<file path="config.mk">
export PLATFORM = sky130hd
export DESIGN_NAME = vend_dispense_sequencer
export DESIGN_NICKNAME = d
export VERILOG_FILES = /design/src/rtl/vend_dispense_sequencer.sv
export SDC_FILE = /design/constraint.sdc
export NUM_CORES = 1
export LEC_CHECK = 0
export BUFFER_PORTS_ARGS = -buffer_cell sky130_fd_sc_hd__buf_2
export CAP_MARGIN = 20
export CORE_MARGIN = 1.5
export CORE_UTILIZATION = 52
export DETAILED_ROUTE_END_ITERATION = 10
export HOLD_SLACK_MARGIN = 0.08
export PLACE_DENSITY = 0.74
export SETUP_SLACK_MARGIN = 0.02
export SKIP_LAST_GASP = 1
export SLEW_MARGIN = 20
export SYNTH_ARGS = -nofsm -noshare
export SYNTH_HDL_FRONTEND = slang
export SYNTH_SLANG_ARGS = --single-unit
</file>
<file path="constraint.sdc">
create_clock -name clk -period 1.7 [get_ports clk]
set_input_delay 0.255 -clock clk [delete_from_list [all_inputs] [get_ports clk]]
set_output_delay 0.255 -clock clk [all_outputs]
set_load 0.02 [all_outputs]
</file>
<file path="src/rtl/vend_dispense_sequencer.sv">
`default_nettype none
// ============================================================================
// Module      : vend_dispense_sequencer
// Description : Drives the physical actuators that sit after the coin-counting
//               vending FSM. A one-cycle vend request runs the drink motor for
//               a fixed time. The coin-return hopper is then pulsed once for
//               each coin owed. If the drink column is sold out, the full
//               5-cent price is refunded as coins instead of dispensing.
//               Coin acceptance stays inhibited while a sequence runs.
// Revision    : 1.0 - initial release
// ----------------------------------------------------------------------------
// Parameters
//   MOTOR_CYCLES : cycles the motor is held high per drink       (1..255)
//   PULSE_CYCLES : cycles the hopper is high per ejected coin    (1..255)
//   GAP_CYCLES   : cycles the hopper is low between two coins    (1..255)
// Ports
//   clk          in   1  system clock, rising edge
//   reset        in   1  asynchronous active-high reset
//   d            in   1  dispense request (one-cycle pulse)
//   r            in   3  coins to return, valid together with the request
//   empty        in   1  drink column sold out, sampled with the request
//   motor        out  1  drink motor drive
//   hopper       out  1  hopper eject, one pulse per coin
//   busy         out  1  sequencer not idle
//   coin_inhibit out  1  coin slot blocked (same as busy)
//   done         out  1  one-cycle pulse at the end of a sequence
//   sold_out     out  1  one-cycle pulse when a dispense becomes a refund
//   overrun      out  1  one-cycle pulse when a request is dropped while busy
// ============================================================================
module vend_dispense_sequencer #(
    parameter int MOTOR_CYCLES = 4,
    parameter int PULSE_CYCLES = 2,
    parameter int GAP_CYCLES   = 2
) (
    input  logic       clk,
    input  logic       reset,
    input  logic       d,
    input  logic [2:0] r,
    input  logic       empty,
    output logic       motor,
    output logic       hopper,
    output logic       busy,
    output logic       coin_inhibit,
    output logic       done,
    output logic       sold_out,
    output logic       overrun
);

    // ------------------------------------------------------------------------
    // State encoding
    // ------------------------------------------------------------------------
    typedef enum logic [2:0] {
        S_IDLE  = 3'd0,
        S_MOTOR = 3'd1,
        S_PULSE = 3'd2,
        S_GAP   = 3'd3,
        S_DONE  = 3'd4
    } state_t;

    // Timer reload values: a phase of N cycles counts N-1 down to 0.
    localparam logic [7:0] c_MOTOR_RELOAD = 8'(MOTOR_CYCLES - 1);
    localparam logic [7:0] c_PULSE_RELOAD = 8'(PULSE_CYCLES - 1);
    localparam logic [7:0] c_GAP_RELOAD   = 8'(GAP_CYCLES - 1);

    // Refund added to the coin count when the column is sold out.
    localparam logic [3:0] c_PRICE_COINS  = 4'd5;

    // ------------------------------------------------------------------------
    // Registers and next-state values
    // ------------------------------------------------------------------------
    state_t     state_q,    state_d;
    logic [7:0] timer_q,    timer_d;
    logic [3:0] count_q,    count_d;
    logic       sold_out_q, sold_out_d;
    logic       overrun_q,  overrun_d;
    logic       motor_q;
    logic       hopper_q;
    logic       busy_q;
    logic       done_q;

    logic       w_req;
    logic [3:0] w_load_count;
    logic [3:0] w_count_dec;
    logic [7:0] w_timer_dec;

    // A request is either a dispense or a pure change return.
    assign w_req        = d | (r != 3'd0);

    // Coins owed when a request is accepted: change plus the refund of the
    // price if the drink cannot be delivered. Max 7+5 = 12 fits in 4 bits.
    assign w_load_count = {1'b0, r} + ((d & empty) ? c_PRICE_COINS : 4'd0);

    assign w_count_dec  = count_q - 4'd1;
    assign w_timer_dec  = timer_q - 8'd1;

    // ------------------------------------------------------------------------
    // Next-state logic
    // ------------------------------------------------------------------------
    always_comb begin
        state_d    = state_q;
        timer_d    = timer_q;
        count_d    = count_q;
        sold_out_d = 1'b0;
        // Any request outside IDLE (DONE included) is dropped and flagged.
        overrun_d  = w_req & (state_q != S_IDLE);

        case (state_q)
            S_IDLE: begin
                if (w_req) begin
                    count_d = w_load_count;
                    if (d && !empty) begin
                        state_d = S_MOTOR;
                        timer_d = c_MOTOR_RELOAD;
                    end else begin
                        // Either a sold-out refund (count >= 5) or a plain
                        // change return (r != 0): the count is never zero.
                        state_d    = S_PULSE;
                        timer_d    = c_PULSE_RELOAD;
                        sold_out_d = d & empty;
                    end
                end
            end

            S_MOTOR: begin
                if (timer_q == 8'd0) begin
                    if (count_q != 4'd0) begin
                        state_d = S_PULSE;
                        timer_d = c_PULSE_RELOAD;
                    end else begin
                        state_d = S_DONE;
                    end
                end else begin
                    timer_d = w_timer_dec;
                end
            end

            S_PULSE: begin
                if (timer_q == 8'd0) begin
                    count_d = w_count_dec;
                    if (w_count_dec != 4'd0) begin
                        state_d = S_GAP;
                        timer_d = c_GAP_RELOAD;
                    end else begin
                        state_d = S_DONE;
                    end
                end else begin
                    timer_d = w_timer_dec;
                end
            end

            S_GAP: begin
                if (timer_q == 8'd0) begin
                    state_d = S_PULSE;
                    timer_d = c_PULSE_RELOAD;
                end else begin
                    timer_d = w_timer_dec;
                end
            end

            S_DONE: begin
                state_d = S_IDLE;
                timer_d = 8'd0;
            end

            default: begin
                state_d = S_IDLE;
                timer_d = 8'd0;
                count_d = 4'd0;
            end
        endcase
    end

    // ------------------------------------------------------------------------
    // State and output registers. Actuator outputs are registered copies of
    // the decoded next state, so they line up exactly with state_q.
    // ------------------------------------------------------------------------
    always_ff @(posedge clk or posedge reset) begin
        if (reset) begin
            state_q    <= S_IDLE;
            timer_q    <= 8'd0;
            count_q    <= 4'd0;
            motor_q    <= 1'b0;
            hopper_q   <= 1'b0;
            busy_q     <= 1'b0;
            done_q     <= 1'b0;
            sold_out_q <= 1'b0;
            overrun_q  <= 1'b0;
        end else begin
            state_q    <= state_d;
            timer_q    <= timer_d;
            count_q    <= count_d;
            motor_q    <= (state_d == S_MOTOR);
            hopper_q   <= (state_d == S_PULSE);
            busy_q     <= (state_d != S_IDLE);
            done_q     <= (state_d == S_DONE);
            sold_out_q <= sold_out_d;
            overrun_q  <= overrun_d;
        end
    end

    // ------------------------------------------------------------------------
    // Outputs
    // ------------------------------------------------------------------------
    assign motor        = motor_q;
    assign hopper       = hopper_q;
    assign busy         = busy_q;
    assign coin_inhibit = busy_q;
    assign done         = done_q;
    assign sold_out     = sold_out_q;
    assign overrun      = overrun_q;

endmodule
`default_nettype wire

</file>
==> reports/qor.txt <==
Status - finished, violations left
Failing checks - setup timing
H-tree depth - 1
Area Overhead vs Synth - 44.4%
Main synth FF type - dfrtp_1
GRT met1 Usage - 0.383
Max IR drop VDD - 0.356 mV
CTS sink cnt - 21
Initial Util - 0.550
Detailed Route WL - 4680 µm
Port Buffers - 13
# nets final - 220
Skew final - 0.0188 ns
Final Hold Viols - 0
Vias in the first global route - 1345
CTS Root Cell - clkbuf_4
Initial DRC Count - 86
Synth Cell Area - 1370 µm²
Area of the die - 2960 µm²
Cell variety after synth - 49
Ordered list of cells on the worst path - buf_4 > nor3_1 > buf_4 > buf_12 > a41oi_4 > nor2_2 > o31ai_2 > a22oi_1
First-pass GRT wire length - 6130 µm
Crit path capture type - flip-flop
#FFs+latches synth - 21
Total track usage - 0.295
Reg clk slew, reported paths - 0.14 ns
Ys Warns - 0
DR WL/cell - 19.9 µm
Fill cells - 119
Share of cells above drive strength 1 - 0.463
Critical path depth - 8
Sequential power share - 0.599
Slowest stage delay, CP - 0.44 ns
Clk Latency, worst-skew pair - 0.32 ns
Diode count - 0
Core area - 2500 µm²
TritonRoute pass-1 iters - 5
P_sw - 223 µW
Pin count of the biggest net entering global routing - 22
Crit start category - flip-flop
Min setup slack post-route - -0.241 ns
Routed vias - 1546
Placer Congestion - 0.968
Power share of the clock group - 0.310
Average footprint of a synthesized cell - 9.04 µm²
Met2 GRT Util - 0.498
Antenna violations before repair - 0
Top Usage Layer GRT - met2
DPL Wire Length - 2600 µm
GRT met3 Usage - 0.0301
Post-synth EDFFs - 0
Slowest CP cell - dfrtp_1
Critical path buffer and inverter count - 3
DIE HEIGHT - 54.4 µm
Delay-heaviest family, CP - buffers and inverters
Switching Share - 0.264
Final Cycle Share - 1.14
Setup violators final - 17
Synthesized Nets - 166
Final Instance Area - 1980 µm²
Cells after synthesis - 152
Routed vias/inst - 6.58
Crit Path Category - reg -> reg
Fmax - 0.515 GHz
Leading cell type in the layout, fill and taps excluded - buf_4
Slew margin rel. - 0.722
Power per cell area - 426 nW/µm²
Die Span X - 54.4 µm
Critical Path RT - 1.91 ns
Max Cap Violations - 0
Top-Level Pins - 14
Seq/Total Area, Yosys - 0.383
Worst path arrival time - 2.15 ns
Fin Hold WS - 0.282 ns
RSZ-0062 raised after global routing - yes
Num CTS Buffers - 3
Worst Max-Slew Pin Slew - 0.413 ns
Crit-path max FO - 4
Crit path time final - 1.94 ns
CP most frequent cell - buf_4
ANT nets after route - 0
Int Pwr - 622 µW
Reg2Reg Depth - 8
CTS tree - built
Combinational power share - 0.092
Ys async rst share - 1.00
Commonest non-fill, non-tap cells in the layout - 37 x buf_4, 21 x dfrtp_1, 14 x nand2_1
Worst Hold Class - in -> reg
Row cnt - 18
Buffers from clock root to sink, at most - 2
Residual DRC - 0
GRT overflow - 0
Lkg Pwr - 0.000854 µW
Worst Hold Depth - 3
DP Area - 1670 µm²
Fin. max-slew vios - 0
## path summary, 6_finish.rpt
path                       startpoint    endpoint  slack, ns
setup / recovery           timer_q[3]      hopper      -0.24
hold / removal                   r[2]     overrun       0.28
setup reg to reg           timer_q[3]      hopper      -0.24
hold reg to reg            state_q[1]       motor       0.53
max in group asynchronous       reset  state_q[1]       0.97
min in group asynchronous       reset        done       0.49
## synthesized netlist by cell type, types with 2 or more instances
library cell,n,area (µm²)
a31oi_1,2,12.5
and2_1,4,25.0
o32ai_1,2,17.5
nand3_1,3,15.0
nor3_1,6,30.0
nor2_1,12,45.0
inv_1,7,26.3
o22ai_1,4,25.0
nor2b_1,4,25.0
a22o_1,2,17.5
o311ai_0,2,17.5
ha_1,7,87.6
buf_6,2,22.5
o21ai_0,5,25.0
a311oi_1,2,17.5
a22oi_1,2,15.0
nand2_1,16,60.1
or3_1,2,12.5
or4_1,2,15.0
a21oi_1,8,40.0
o21ai_1,8,40.0
nor2_2,3,18.8
dfrtp_1,21,526
## layout make-up
class	instances	area, µm²	area share
sequential	21	526	0.265
timing repair buffer	54	395	0.199
multi-input combinational	119	970	0.489
tap	30	37.5	0.0189
clock buffer	3	22.5	0.0113
clock inverter	1	7.51	0.00378
inverter	7	26.3	0.0132
## power by group through the flow
stage / combinational (µW) / sequential (µW) / clock [µW]
4_1_cts: 71.7 / 505 / 259
2_1_floorplan: 34.3 / 517 / 0
6_report: 77.3 / 506 / 261
5_1_grt: 82.7 / 506 / 282
3_5_place_dp: 68.7 / 515 / 0
3_3_place_gp: 63.7 / 515 / 0
## worst reg2reg max path: stages, from the launching register on
cell     delay, ns
dfrtp_1       0.44
buf_4         0.16
nor3_1        0.27
buf_4         0.21
buf_12        0.12
a41oi_4       0.11
nor2_2        0.18
o31ai_2       0.11
a22oi_1       0.24
## sequential cells by signal (all words and copies together), names as in the netlist
name / flops
overrun: 1
busy: 1
count_q: 4
sold_out: 1
state_q: 3
timer_q: 8
hopper: 1
done: 1
motor: 1
## cells by family after synthesis
kind of cell,synth area share
adders and majority gates,0.0637
DFF,0.383
buffers and inverters,0.0474
AOI/OAI and AO/OA,0.212
xor gates and xnor gates,0.0128
and+or+nand+nor,0.281
## metal layers
layer  vias to the layer above  wire length, µm
li1                        668                -
met1                       715             1770
met2                       130             2240
met3                        33              430
met4                         0              245
met5                         -                0
## what timing repair did
item                                    4_1_cts  5_1_grt
endpoints found under the setup margin       16       16
hold buffers                                  1        0
setup buffers                                 4        6
pin swaps                                     6       15
gates resized for setup                      17       25
endpoints found under the hold margin        21        0
## through the flow
step	std cells	util	TNS (ns)	worst slack (ns)	total power, µW
final	235	0.794	-2.29	-0.241	844
after global routing	235	0.794	-3.09	-0.271	870
after CTS	229	0.721	-0.415	-0.102	836
after detailed placement	220	0.668	-0.629	-0.124	584
after global placement	220	0.668	-0.145	-0.0616	578
after floorplan	152	-	0	0.00711	552
Note: power is estimated with default switching activity, not from simulation.
